`config.mk`:
```
export PLATFORM = sky130hd
export DESIGN_NAME = active_ctrl
export DESIGN_NICKNAME = d
export VERILOG_FILES = /design/src/rtl/SB_codex_pkg.sv /design/src/rtl/active_lane_gate.sv /design/src/rtl/active_ctrl.sv
export SDC_FILE = /design/constraint.sdc
export NUM_CORES = 1
export LEC_CHECK = 0
export ABC_AREA = 1
export BUFFER_PORTS_ARGS = -buffer_cell sky130_fd_sc_hd__buf_2
export CAP_MARGIN = 20
export CORE_MARGIN = 4
export CORE_UTILIZATION = 44
export CTS_BUF_LIST = sky130_fd_sc_hd__clkbuf_16
export DETAILED_ROUTE_END_ITERATION = 8
export PLACE_DENSITY = 0.8
export SYNTH_ARGS = -nofsm -noshare
export SYNTH_HDL_FRONTEND = slang
export SYNTH_SLANG_ARGS = --single-unit
```
`constraint.sdc`:
```
create_clock -name clk_100MHz -period 1.9 [get_ports clk_100MHz]
set_input_delay 0.38 -clock clk_100MHz [delete_from_list [all_inputs] [get_ports clk_100MHz]]
set_output_delay 0.38 -clock clk_100MHz [all_outputs]
set_load 0.1 [all_outputs]
```
`src/rtl/SB_codex_pkg.sv`:
```
// Shared sideband message codes, ACTIVE-handshake FSM states and lane-mode encodings.
package SB_codex_pkg;

   typedef enum logic [3:0] {
      SB_MSG_NONE         = 4'd0,
      SB_MBINIT_DONE_REQ  = 4'd1,
      SB_MBINIT_DONE_RESP = 4'd2,
      SB_LINKINIT_REQ     = 4'd3,
      SB_ACTIVE_REQ       = 4'd4,
      SB_ACTIVE_RESP      = 4'd5
   } SB_msg_t;

   typedef enum logic [2:0] {
      IDLE    = 3'd0,
      TX_REQ  = 3'd1,
      WAIT    = 3'd2,
      TX_RESP = 3'd3,
      ACTIVE  = 3'd4,
      ERROR   = 3'd5
   } active_state_t;

   typedef enum logic [1:0] {
      LANE_ALL     = 2'b00,
      LANE_LOWER   = 2'b01,
      LANE_UPPER   = 2'b10,
      LANE_ALL_ALT = 2'b11
   } lane_mode_t;

   // Mode 11 behaves as all-lanes; it is folded at latch time so downstream sees only three cases.
   function automatic lane_mode_t norm_lane_mode(input logic [1:0] raw);
      return (raw == 2'b11) ? LANE_ALL : lane_mode_t'(raw);
   endfunction

endpackage

```
`src/rtl/active_lane_gate.sv`:
```
// One-cycle register stage for mainband lanes; disabled half forced to zero, cleared when not enabled.
module active_lane_gate
   import SB_codex_pkg::*;
#(
   parameter int unsigned NUM_LANES = 16
) (
   input  logic                 clk_i,
   input  logic                 rst_n_i,
   input  logic                 en_i,
   input  lane_mode_t           lane_mode_i,
   input  logic [NUM_LANES-1:0] data_i,
   input  logic                 valid_i,
   output logic [NUM_LANES-1:0] data_o,
   output logic                 valid_o
);

   logic [NUM_LANES-1:0] mask;
   logic [NUM_LANES-1:0] data_d, data_q;
   logic                 valid_d, valid_q;

   always_comb begin
      mask = '1;
      for (int unsigned i = 0; i < NUM_LANES; i++) begin
         case (lane_mode_i)
            LANE_LOWER: mask[i] = (i < NUM_LANES / 2);
            LANE_UPPER: mask[i] = (i >= NUM_LANES / 2);
            default:    mask[i] = 1'b1;
         endcase
      end
   end

   always_comb begin
      data_d  = en_i ? (data_i & mask) : '0;
      valid_d = en_i & valid_i;
   end

   always_ff @(posedge clk_i or negedge rst_n_i) begin
      if (!rst_n_i) begin
         data_q  <= '0;
         valid_q <= 1'b0;
      end else begin
         data_q  <= data_d;
         valid_q <= valid_d;
      end
   end

   assign data_o  = data_q;
   assign valid_o = valid_q;

endmodule

```
`src/rtl/active_ctrl.sv`:
```
// ACTIVE-state controller: sideband REQ/RESP handshake with retry, then lane-gated mainband pass-through.
module active_ctrl
   import SB_codex_pkg::*;
#(
   parameter int unsigned NUM_LANES = 16,
   parameter int unsigned RETRY_MAX = 3
) (
   input  logic                 clk_100MHz,
   input  logic                 reset,
   input  logic                 enable_i,
   input  logic [1:0]           lane_mode_i,
   output logic                 ACTIVE_done_o,
   output logic                 ACTIVE_error_o,
   input  logic [NUM_LANES-1:0] MB_TX_data_i,
   input  logic                 MB_TX_valid_i,
   output logic [NUM_LANES-1:0] MB_TX_dataPins_o,
   output logic                 MB_TX_validPin_o,
   input  logic [NUM_LANES-1:0] MB_RX_dataPins_i,
   input  logic                 MB_RX_validPin_i,
   output logic [NUM_LANES-1:0] MB_RX_data_o,
   output logic                 MB_RX_valid_o,
   output SB_msg_t              SB_TX_msg_o,
   output logic [63:0]          SB_TX_dataBus_o,
   output logic                 SB_TX_msg_valid_o,
   input  logic                 SB_TX_msg_sendNextFlag_i,
   input  SB_msg_t              SB_RX_msg_i,
   input  logic                 SB_RX_msg_valid_i,
   output logic                 SB_RX_msg_req_o,
   input  logic                 SBmessage_retry_timeout_flag,
   output logic                 reset_SBmessage_retry_timeout
);

   localparam int unsigned RW = (RETRY_MAX < 1) ? 1 : $clog2(RETRY_MAX + 1);
   localparam logic [RW-1:0] RETRY_LIM = RW'(RETRY_MAX);

   active_state_t state_d, state_q;
   logic [RW-1:0] retry_d, retry_q;
   logic          got_d, got_q, need_d, need_q, sent_d, sent_q;
   logic          tpend_d, tpend_q;
   lane_mode_t    lane_d, lane_q;
   logic          done_q, err_q, rto_q;
   logic          timeout;

   assign timeout = SBmessage_retry_timeout_flag | tpend_q;

   // A message arriving in WAIT is recorded first; a coincident timeout is held and judged next cycle.
   always_comb begin
      state_d = state_q;
      retry_d = retry_q;
      got_d   = got_q;
      need_d  = need_q;
      sent_d  = sent_q;
      tpend_d = tpend_q;
      lane_d  = lane_q;
      if (!enable_i) begin
         state_d = IDLE;
         tpend_d = 1'b0;
      end else begin
         case (state_q)
            IDLE: begin
               state_d = TX_REQ;
               retry_d = '0;
               got_d   = 1'b0;
               need_d  = 1'b0;
               sent_d  = 1'b0;
               tpend_d = 1'b0;
               lane_d  = norm_lane_mode(lane_mode_i);
            end
            TX_REQ: if (SB_TX_msg_sendNextFlag_i) state_d = WAIT;
            TX_RESP: if (SB_TX_msg_sendNextFlag_i) begin
               state_d = WAIT;
               sent_d  = 1'b1;
            end
            WAIT: begin
               if (SB_RX_msg_valid_i) begin
                  if (SB_RX_msg_i == SB_ACTIVE_REQ)  need_d = 1'b1;
                  if (SB_RX_msg_i == SB_ACTIVE_RESP) got_d  = 1'b1;
                  if (SBmessage_retry_timeout_flag)  tpend_d = 1'b1;
               end else if (got_q && sent_q) begin
                  state_d = ACTIVE;
                  tpend_d = 1'b0;
               end else if (need_q && !sent_q) begin
                  state_d = TX_RESP;
                  tpend_d = 1'b0;
               end else if (timeout) begin
                  tpend_d = 1'b0;
                  if (retry_q == RETRY_LIM) begin
                     state_d = ERROR;
                  end else begin
                     state_d = TX_REQ;
                     retry_d = retry_q + 1'b1;
                  end
               end
            end
            ACTIVE, ERROR: state_d = state_q;
            default: state_d = IDLE;
         endcase
      end
   end

   always_ff @(posedge clk_100MHz or negedge reset) begin
      if (!reset) begin
         state_q <= IDLE;
         retry_q <= '0;
         got_q   <= 1'b0;
         need_q  <= 1'b0;
         sent_q  <= 1'b0;
         tpend_q <= 1'b0;
         lane_q  <= LANE_ALL;
         done_q  <= 1'b0;
         err_q   <= 1'b0;
         rto_q   <= 1'b0;
      end else begin
         state_q <= state_d;
         retry_q <= retry_d;
         got_q   <= got_d;
         need_q  <= need_d;
         sent_q  <= sent_d;
         tpend_q <= tpend_d;
         lane_q  <= lane_d;
         done_q  <= (state_d == ACTIVE);
         err_q   <= (state_d == ERROR);
         rto_q   <= (state_d == WAIT) && (state_q != WAIT);
      end
   end

   always_comb begin
      SB_TX_msg_o     = SB_MSG_NONE;
      SB_TX_dataBus_o = '0;
      if (state_q == TX_REQ || state_q == TX_RESP) begin
         SB_TX_msg_o          = (state_q == TX_RESP) ? SB_ACTIVE_RESP : SB_ACTIVE_REQ;
         SB_TX_dataBus_o[1:0] = lane_q;
      end
   end

   assign SB_TX_msg_valid_o             = (state_q == TX_REQ) || (state_q == TX_RESP);
   assign SB_RX_msg_req_o               = (state_q == WAIT);
   assign ACTIVE_done_o                 = done_q;
   assign ACTIVE_error_o                = err_q;
   assign reset_SBmessage_retry_timeout = rto_q;

   // Gates load on the next state so leaving ACTIVE clears the pins on the same edge.
   active_lane_gate #(.NUM_LANES(NUM_LANES)) u_tx_gate (
      .clk_i       (clk_100MHz),
      .rst_n_i     (reset),
      .en_i        (state_d == ACTIVE),
      .lane_mode_i (lane_q),
      .data_i      (MB_TX_data_i),
      .valid_i     (MB_TX_valid_i),
      .data_o      (MB_TX_dataPins_o),
      .valid_o     (MB_TX_validPin_o)
   );

   active_lane_gate #(.NUM_LANES(NUM_LANES)) u_rx_gate (
      .clk_i       (clk_100MHz),
      .rst_n_i     (reset),
      .en_i        (state_d == ACTIVE),
      .lane_mode_i (lane_q),
      .data_i      (MB_RX_dataPins_i),
      .valid_i     (MB_RX_validPin_i),
      .data_o      (MB_RX_data_o),
      .valid_o     (MB_RX_valid_o)
   );

endmodule

```
==> results.md, run 1 <==
* Worst path buffer plus inverter count at 3
* R2R Path Start: retry_q[0]
* Die height at 86.4 µm
* Inst Count DP at 441
* Reg-to-reg slack, setup at 0.33 ns
* Clock transition at path regs at 0.06 ns
* Register area at 1200 µm²
* Routed len/inst at 12.1 µm
* M1 GR Usage at 16.4%
* TritonCTS clock tree: built
* Initial antenna violation count at 0
* Leak pwr at 1.80 nW
* Area occupied by multi-input gates at 1110 µm²
* Setup violations, final at 0
* Core Area at 5960 µm²
* Fraction of the yosys area taken by sequential cells at 44.5%
* Post-Route WL at 5.43 mm
* Cts hold-fix bufs at 0
* Gr ovfl total at 0
* DR iter-0 viols at 60
* Yosys Warn Count at 0
* CP Capture Type: output pin
* Area Overhead vs Synth at 16.3%
* Sw Share at 43.6%
* Cell Area, Synth at 2700 µm²
* Final std cells w/o fill at 449
* CP startpoint kind: flop
* Ys async rst share at 100%
* Worst Setup SP: state_q[2]
* Clk pwr share at 29.0%
* RSZ-0062 raised after global routing: yes
* Worst-skew pair later-pin latency at 0.28 ns
* Total GRT Usage at 13.6%
* PostCTS Resize Cnt at 0
* GRT met2 Usage at 23.9%
* Worst path required time at 1.52 ns
* Yosys reg bits at 48
* Number of CTS-inserted buffers at 5
* IO Port Bufs at 88
* Pre-CTS setup slack at 0.332 ns
* Max rail drop VDD at 575 µV
* Global-route wire length before repair at 8.00 mm
* N_diodes at 0
* Setup bufs post-CTS at 0
* Total power at 2.93 mW
* FMAX at 540 MHz
* Hpwl dp at 4.31 mm
* Distinct cells, synth at 23
* Worst Tran Pin Value at 0.559 ns
* Layout Skew at 0.00393 ns
* Worst Setup Slack, final at 0.0498 ns
* Largest net degree at the start of global routing at 31
* Design area at 3140 µm²
* Dpl cell area at 2990 µm²
* Final period util at 97.4%
* DRC Markers at 0
* Outcome: finished clean
* CP Max Fanout at 6
* Crit-path slowest cell: buf_2
* Cell Int Power at 1.65 mW
* Min Hold Slack at 0.0493 ns
* Kind of critical path: flop to output pin
* Ys flop type: dfrtp_1
* Comb power frac at 34.3%
* Min Tclk post-route at 1.85 ns
* Die area at 7460 µm²
* Initial Util at 45.4%
* Clock sinks at 48
* Crit path cell chain: inv_2, nand2_2, inv_1, buf_2
* EDFF count, synth at 0
* Vias in the first global route at 1678
* Vias at 1902
* Kind of path behind the tightest hold check: input port to asynchronous set/reset pin
* Kind of cell adding the most delay to the critical path: buffers and inverters
* Syn Area/Cell at 9.58 µm²
* Pwr/cell area at 931 nW/µm²
* Layout fillers at 531
* FP Rows at 28
* Clk Tree Root Cell: clkbuf_16
* Post-route antenna net violation count at 0
* Rel. slew slack at 62.7%
* Final #Nets at 420
* Slew Viols, Final at 0
* Die Wd at 86.4 µm
* Met3 Usage GRT at 2.09%
* Routability cong. at 0.868
* GRT busiest layer: met2
* H-tree levels at 2
* Drt first pass iters at 4
* Max stage delay on crit path at 0.44 ns
* WP data arrival at 1.47 ns
* Max-Cap Viols at 0
* Layout cells sized above 1 at 38.2%
* Ports at 153
* CTS Buffer Depth at 2
* DR vias/cell at 4.24
* Syn Inst Count at 282
* NetSw at 1.28 mW
* Sequential Power Share at 36.7%
* Final Hold Fails at 0
[power groups by stage]
stage / Combinational [mW] / Sequential, mW / Clock (mW)
after floorplan: 0.961 / 1.09 / 0
after global placement: 0.995 / 1.09 / 0
after detailed placement: 1.00 / 1.09 / 0
after CTS: 1.00 / 1.07 / 0.875
after global routing: 1.05 / 1.08 / 0.919
final: 1.00 / 1.07 / 0.849
[worst reg2reg max path, delay by kind of cell, from the launching register on]
family,cells,cell delay [ns]
adder cells (fa/ha/maj),1,0.21
AO/OA/AOI/OAI,1,0.20
AND/OR/NAND/NOR,4,0.35
buffers and inverters,2,0.30
flip-flops,1,0.40
[layout by cell type (no fill, tap or decap), types with 2 or more instances in the layout]
cell and count:
buf_2 84, conb_1 64, nand2_1 56, dfrtp_1 48, nor2_4 31, nor2_1 19, inv_1 16, o21ai_0 8
nand3_1 7, a21oi_1 5, clkbuf_16 5, inv_2 4, buf_12 4, nand2_2 3, nor2_2 3, nand4_1 3
clkbuf_4 3, nand3_2 2, clkinvlp_4 2
[sequential cells by signal, summed over array words and instances, names as in the netlist]
| name | count |
|---|---|
| u_rx_gate.data_o | 16 |
| ACTIVE_done_o | 1 |
| u_tx_gate.data_o | 16 |
| sent_q | 1 |
| u_tx_gate.valid_o | 1 |
| reset_SBmessage_retry_timeout | 1 |
| state_q | 3 |
| lane_q | 2 |
| tpend_q | 1 |
| u_rx_gate.valid_o | 1 |
| got_q | 1 |
| need_q | 1 |
| ACTIVE_error_o | 1 |
| retry_q | 2 |
[stage by stage]
step / setup TNS (ns) / utilization, %
after CTS: 0 / 52.6
after floorplan: -1.09 / -
after global placement: 0 / 50.2
after global routing: -0.0925 / 52.8
final: 0 / 52.8
after detailed placement: 0 / 50.2
[logic make-up (layout without fill, tap and decap cells)]
family / count (synthesis) / after routing / synth area share, %
AND/OR/NAND/NOR: 126 / 126 / 28.3
buffers and inverters: 90 / 119 / 23.3
flip-flops: 48 / 48 / 44.5
AO/OA/AOI/OAI: 16 / 16 / 3.24
adder cells (fa/ha/maj): 1 / 1 / 0.463
other: 1 / 64 / 0.139
[final cells by class]
cell class	count	share of cell area (%)
repair buffers	91	16.6
multi-input cells	207	35.2
clock inverters	3	0.597
flip-flops and latches	48	38.2
well taps	75	2.99
inverters	20	2.39
clock buffers	5	3.98
[worst paths after layout]
kind	cells past startpoint	to
min in group clk_100MHz	3	u_tx_gate.valid_o
max in group asynchronous	2	u_tx_gate.data_o[11]
min reg2reg	2	retry_q[1]
max reg2reg	8	ACTIVE_done_o
min	1	tpend_q
max	4	SB_TX_msg_o[2]
[metal layers]
layer,routed length (µm),part of all wire (%),vias up
met2,2560,47,112
met3,663,12,5
met4,83,1.5,0
li1,-,-,911
met5,0,0,-
met1,2120,39,874
[cell usage after synthesis (3+ instances only)]
master   number  share of area, %
a21oi_1       5              0.93
buf_12        3               2.2
buf_4        65                18
dfrtp_1      48                44
inv_1        16               2.2
inv_2         4              0.56
nand2_1      56               7.8
nand2_2       3              0.69
nand3_1       7               1.3
nand4_1       3              0.69
nor2_1       19               2.6
nor2_2        3              0.69
nor2_4       31                13
o21ai_0       8               1.5
Power figures use the tool's default switching activity.
==> run 2: changes to the inputs <==
==> constraint.sdc (replaced) <==
create_clock -name clk_100MHz -period 1.9 [get_ports clk_100MHz]
set_input_delay 0.285 -clock clk_100MHz [delete_from_list [all_inputs] [get_ports clk_100MHz]]
set_output_delay 0.285 -clock clk_100MHz [all_outputs]
set_load 0.1 [all_outputs]
==> run 2 against run 1 <==
- the run now ends with hold timing left
- core utilization up 0.34 points
- hold slack worse by 0.063 ns
- non-clock buffer count stayed put
- critical path depth is the same
- setup slack gained 0.076 ns
- sequential cell count unchanged
- fmax increased by 4.3%
- clock power is 18% higher
- design area is 0.64% higher
- critical path type unchanged
- largest power group unchanged
==> results.md, run 2 (same netlist as run 1, synthesis figures left out) <==
* Outcome: complete, but fails checks
* Failing checks: hold timing
* Total GRT Usage at 14.2% (+0.63 points)
* Met1 WL at 2.03 mm (-4.5%)
* DRC Markers at 0 (unchanged)
* Final std cells w/o fill at 449 (unchanged)
* Total power at 3.08 mW (+5.2%)
* Met3 wire len at 670 µm (+1.1%)
* PostCTS Resize Cnt at 0 (unchanged)
* Setup violations, final at 0 (unchanged)
* Post-layout util at 53.1% (+0.34 points)
* Ports at 153 (unchanged)
* Drt first pass iters at 4 (unchanged)
* Final period util at 93.4% (-4.0 points)
* Clock sinks at 48 (unchanged)
* Core Area at 5960 µm² (unchanged)
* Die height at 86.4 µm (unchanged)
* R2R Path Start: state_q[0]
* Layout cells sized above 1 at 38.5% (+0.27 points)
* WP data arrival at 1.49 ns (+0.02 ns)
* N_diodes at 0 (unchanged)
* IO Port Bufs at 88 (unchanged)
* FP Rows at 28 (unchanged)
* Inst Count DP at 441 (unchanged)
* Pwr/cell area at 973 nW/µm² (+4.5%)
* CP Max Fanout at 6 (unchanged)
* Initial Util at 45.4% (unchanged)
* TritonCTS clock tree: built
* Vias at 1884 (-0.95%)
* Min Tclk post-route at 1.77 ns (-0.0756 ns)
* RSZ-0062 raised after global routing: no
* Register area at 1200 µm² (unchanged)
* Kind of path behind the tightest hold check: input port to asynchronous set/reset pin
* Layout fillers at 534 (+0.56%)
* Area occupied by multi-input gates at 1110 µm² (unchanged)
* Final #Nets at 420 (unchanged)
* Routed len/inst at 12.4 µm (+2.7%)
* Slew Viols, Final at 0 (unchanged)
* Global-route wire length before repair at 8.29 mm (+3.6%)
* Crit path cell chain: inv_2, nand2_2, nor2_1, buf_2
* CP Capture Type: output pin
* Post-route antenna net violation count at 0 (unchanged)
* Largest net degree at the start of global routing at 27 (-13%)
* Clk Tree Root Cell: clkbuf_16
* DR iter-0 viols at 88 (+47%)
* Crit-path slowest cell: buf_2
* Worst path required time at 1.62 ns (+0.10 ns)
* Rel. slew slack at 63.1% (+0.47 points)
* Worst Tran Pin Value at 0.553 ns (-0.00565 ns)
* Vias in the first global route at 1735 (+3.4%)
* Hpwl dp at 4.35 mm (+0.83%)
* Initial antenna violation count at 0 (unchanged)
* DR vias/cell at 4.20 (-0.95%)
* Kind of critical path: flop to output pin
* Area Overhead vs Synth at 17.1%
* Reg2reg path depth at 7 (-1)
* CTS Buffer Depth at 2 (unchanged)
* Reg-to-reg slack, setup at 0.38 ns (+0.05 ns)
* Setup bufs post-CTS at 0 (unchanged)
* RR Endpoint: ACTIVE_done_o
* Number of CTS-inserted buffers at 5 (unchanged)
* DR WL met2 at 2.80 mm (+9.4%)
* Max rail drop VDD at 471 µV (-18%)
* Die Wd at 86.4 µm (unchanged)
* Final Hold Fails at 22 (+22)
* Min Hold Slack at -0.0140 ns (-0.0632 ns)
* H-tree levels at 2 (unchanged)
* Uppermost routed layer: met4
* Max-Cap Viols at 0 (unchanged)
* Layout Skew at 0.00409 ns (+0.000153 ns)
* CP startpoint kind: flop
* FMAX at 564 MHz (+4.3%)
* Worst-skew pair later-pin latency at 0.28 ns (about the same)
* Max stage delay on crit path at 0.44 ns (about the same)
* Clock transition at path regs at 0.07 ns (about the same)
* Routability cong. at 0.902 (+3.9%)
* Most frequent cells in the layout: buf_2 (87), conb_1 (64), nand2_1 (56)
* Most common cell after layout, fill and taps aside: buf_2
* Die area at 7460 µm² (unchanged)
* Setup TNS at 0 ns (unchanged)
* Leak pwr at 1.81 nW (+1.0%)
* Gr ovfl total at 0 (unchanged)
* Post-Route WL at 5.57 mm (+2.7%)
* Cts hold-fix bufs at 0 (unchanged)
[run 2: cell types whose count changed in the layout (fill, tap and decap cells not counted)]
cell,delta
clkinv_1,-1
inv_6,+1
clkinvlp_4,-1
clkbuf_4,-3
buf_2,+3
bufinv_16,+1
[run 2: power by group]
part / switching [mW] / total (mW) / internal (mW)
clock network: 0.378 / 1.00 / 0.625
registers: 0.0246 / 1.07 / 1.05
logic: 0.884 / 1.00 / 0.118
[run 2: how the worst max path moves through the flow]
| stage | startpoint | to | cells past startpoint |
|---|---|---|---|
| after floorplan | state_q[2] | SB_TX_dataBus_o[0] | 3 |
| after global placement | retry_q[0] | ACTIVE_done_o | 8 |
| after detailed placement | state_q[0] | ACTIVE_done_o | 7 |
| after CTS | state_q[2] | SB_TX_dataBus_o[0] | 4 |
| after global routing | state_q[2] | SB_TX_msg_o[2] | 4 |
| final | state_q[2] | SB_TX_msg_o[0] | 4 |
[run 2: area by class of cell]
cell class / instances / share of cell area (%)
flip-flops and latches: 48 / 38.0
multi-input cells: 207 / 35.0
repair buffers: 91 / 16.3
clock buffers: 5 / 3.96
well taps: 75 / 2.97
inverters: 20 / 2.37
clock inverters: 3 / 1.46
[run 2: worst max-delay path: cells and delay by family, from the launching register on]
kind	cells	cell delay, ns
buffers and inverters	2	0.54
AND/OR/NAND/NOR	2	0.24
flip-flops	1	0.42
[run 2: metrics by stage]
step | setup WS, ns | area [µm²]
finish | 0.125 | 3160
global route | 0.0509 | 3160
CTS | 0.118 | 3160
detailed placement | 0.380 | 2990
global placement | 0.424 | 2990
floorplan | -0.227 | 2940
[run 2: layer usage]
layer | global-route usage, % | vias to the layer above
met5 | 0 | -
met4 | 5.10 | 0
met3 | 3.33 | 7
met2 | 25.2 | 111
met1 | 16.7 | 856
li1 | - | 910
==> run 3: changes to the inputs <==
- CORE_UTILIZATION: 44 -> 41
- PLACE_DENSITY: 0.8 -> 0.78
- SYNTH_HIERARCHICAL: default -> 1
- clock period: 1.9 -> 1.6 ns (I/O delays scaled with it)
==> run 3 against run 2 <==
- the flow now finishes without violations
- combinational power increased by 23%
- critical path depth increased by 7
- core utilization increased by 1.1 points
- non-clock buffer count grew 13
- final cell count grew 8.0%
- wire length up 9.1%
- critical endpoint is now u_tx_gate/data_o[12]
==> results.md, run 3 <==
* Outcome: finished clean
* Drt first pass iters at 4 (unchanged)
* Clk Tree Root Cell: clkbuf_16
* TritonCTS clock tree: built
* Kind of path behind the tightest hold check: input port to flop
* Post-Route WL at 6.08 mm (+9.1%)
* Die area at 8200 µm² (+10%)
* Max stage delay on crit path at 0.44 ns (about the same)
* Cell taking the most area after synthesis: dfrtp_1
* Min Hold Slack at 0.151 ns (+0.165 ns)
* CP Capture Point: u_tx_gate/data_o[12]
* Crit path depth at 11 (+7)
* FP Rows at 29 (+3.6%)
* CP Max Fanout at 5 (-1)
* Hpwl dp at 4.34 mm (-0.20%)
* Min Tclk post-route at 1.59 ns
* Fraction of the yosys area taken by sequential cells at 43.0% (-1.5 points)
* Syn Inst Count at 307 (+8.9%)
* Layout cells sized above 1 at 45.3% (+6.8 points)
* Die height at 90.6 µm (+4.9%)
* Clock sinks at 48 (unchanged)
* Initial Util at 43.0% (-2.3 points)
* Yosys Warn Count at 6 (+6)
* DR vias/cell at 4.35 (+3.8%)
* CP Capture Type: flop
* Initial antenna violation count at 0 (unchanged)
* Most area-consuming cells after synthesis: dfrtp_1 (43%), buf_4 (18%), nand2_1 (6.2%)
* FMAX at 627 MHz
* Top-area cell type share of the netlist area at 43.0% (-1.5 points)
* Final #Nets at 454 (+8.1%)
* R2R Path Start: state_q[2]
* Clock transition at path regs at 0.07 ns (about the same)
* Kind of cell adding the most delay to the critical path: simple AND/OR/NAND/NOR gates
* Vias at 2112 (+12%)
* Vias in the first global route at 1998 (+15%)
* Commonest cells post-synth: buf_4 (67), dfrtp_1 (48), nand2_1 (46), inv_1 (24), nand2_2 (23)
* Layout Skew at 0.00324 ns (-0.000845 ns)
* Worst path buffer plus inverter count at 3 (+1)
* Core Area at 6490 µm² (+9.1%)
* Ports at 153 (unchanged)
* Max-Cap Viols at 0 (unchanged)
* Distinct cells, synth at 28 (+22%)
* Kind of critical path: flop to flop
* H-tree levels at 2 (unchanged)
* Crit path cell chain: inv_4, nand3_4, nor2_4, nand3_2, nand2_2, nand2_4, nor2_4, buf_12, clkbuf_16, nand2_2, a21oi_2
* Ys async rst share at 100% (unchanged)
* RR Endpoint: u_tx_gate/data_o[12]
* Ys flop type: dfrtp_1
* WP data arrival at 1.80 ns (+0.31 ns)
* Area Overhead vs Synth at 25.9%
* CTS Buffer Depth at 2 (unchanged)
* EDFF count, synth at 0 (unchanged)
* Most frequent cell after synthesis: buf_4
* Syn Area/Cell at 9.10 µm² (-5.0%)
* Worst Setup SP: state_q[2]
* Dpl cell area at 3190 µm² (+6.5%)
* CP startpoint kind: flop
* Crit-path slowest cell: dfrtp_2
* Largest net degree at the start of global routing at 36 (+33%)
* Total GRT Usage at 13.5% (-0.75 points)
* Rel. slew slack at 64.1% (+1.0 points)
* Pwr/cell area at 1040 nW/µm² (+7.1%)
* N_diodes at 0 (unchanged)
* Routability cong. at 0.845 (-6.3%)
* Worst-skew pair later-pin latency at 0.28 ns (about the same)
* Global-route wire length before repair at 9.09 mm (+9.7%)
* Most common cell after layout, fill and taps aside: buf_2
* Worst Tran Pin Value at 0.538 ns (-0.0152 ns)
* Design area at 3520 µm² (+11%)
* Leak pwr at 1.95 nW (+7.5%)
* Number of CTS-inserted buffers at 5 (unchanged)
* Gr ovfl total at 0 (unchanged)
* Max rail drop VDD at 530 µV (+12%)
* Setup violations, final at 0 (unchanged)
* Die Wd at 90.6 µm (+4.9%)
* Yosys reg bits at 48 (unchanged)
* DR iter-0 viols at 85 (-3.4%)
* Final period util at 99.6%
* RSZ-0062 raised after global routing: yes
* Reg2reg path depth at 11 (+4)
* Routed len/inst at 12.5 µm (+1.0%)
* DRC Markers at 0 (unchanged)
* Worst path required time at 1.81 ns (+0.19 ns)
* Final Hold Fails at 0 (-100%)
* Post-route antenna net violation count at 0 (unchanged)
* Reg-to-reg slack, setup at 0.006 ns (-0.37 ns)
* Most frequent cells in the layout: buf_2 (82), conb_1 (64), dfrtp_1 (46)
* Slew Viols, Final at 0 (unchanged)
* Cell Area, Synth at 2790 µm² (+3.4%)
* IO Port Bufs at 88 (unchanged)
## run 3: changes by cell type in the layout (fill, tap and decap cells not counted), moves of 4 or more
cell	change
a21oi_2	+26
nor2_4	-26
nand2_2	+18
nand2_1	-11
nor2_1	-9
inv_1	+7
buf_4	+6
nand3_1	+6
buf_12	+5
buf_2	-5
buf_6	+5
o21ai_0	-5
nand4_1	+4
## run 3: worst min path at each step
stage | from | end | slack, ns | cells after the start
after floorplan | reset | ACTIVE_done_o | -0.06 | 0
after global placement | reset | u_tx_gate/data_o[1] | 0.25 | 1
after detailed placement | reset | u_tx_gate/data_o[6] | 0.25 | 1
after CTS | MB_RX_validPin_i | u_rx_gate/valid_o | 0.14 | 3
after global routing | MB_RX_validPin_i | u_rx_gate/valid_o | 0.14 | 3
final | MB_RX_validPin_i | u_rx_gate/valid_o | 0.15 | 3
## run 3: timing repair
action,in CTS,in global routing
hold endpoints to repair,21,0
resized for setup,2,14
endpoints found under the setup margin,3,38
cloned,0,3
pin swaps,2,2
setup buffers,1,3
hold buffers,1,0
## run 3: kinds of logic (layout without fill, tap and decap cells)
kind of cell               Yosys count  after routing  synth area share, %
AOI/OAI and AO/OA                   38             38                 9.31
adders and majority gates            1              1                0.448
buffers and inverters              105            143                 25.5
DFF                                 48             48                 43.0
other                                1             64                0.134
and+or+nand+nor                    114            114                 21.6
## run 3: tightest hold or removal path, delay by kind of cell
family,cells,cell delay (ns)
AND/OR/NAND/NOR,1,0.04
buffers and inverters,2,0.12
## run 3: layout make-up
class                      instances  area [µm²]
fill                             591        2980
inverter                          31         120
tap                               77        96.3
sequential                        48        1200
clock inverter                     3        46.3
multi-input combinational        217        1200
clock buffer                       5         125
timing repair buffer             104         727
## run 3: stage by stage
stage          util (%)  cells  setup WS (ns)  total power, mW  TNS [ns]
2_1_floorplan         -    370         -0.326             2.41    -0.775
3_3_place_gp       49.0    469          0.124             2.47         0
3_5_place_dp       49.0    469         0.0331             2.48         0
4_1_cts            52.1    479        0.00640             3.68         0
5_1_grt            54.2    485        -0.0719             3.81    -0.906
6_report           54.2    485        0.00611             3.67         0
## run 3: per-layer routing
| metal | GRT usage, % | routed length, µm |
|---|---|---|
| met5 | 0 | 0 |
| met4 | 3.70 | 58 |
| met3 | 3.83 | 454 |
| met2 | 23.8 | 3100 |
| met1 | 15.8 | 2470 |
## run 3: power by group
group          internal (mW)  switching (mW)  total [mW]
Combinational          0.179            1.06        1.23
Sequential              1.24          0.0162        1.25
Clock                  0.742           0.438        1.18
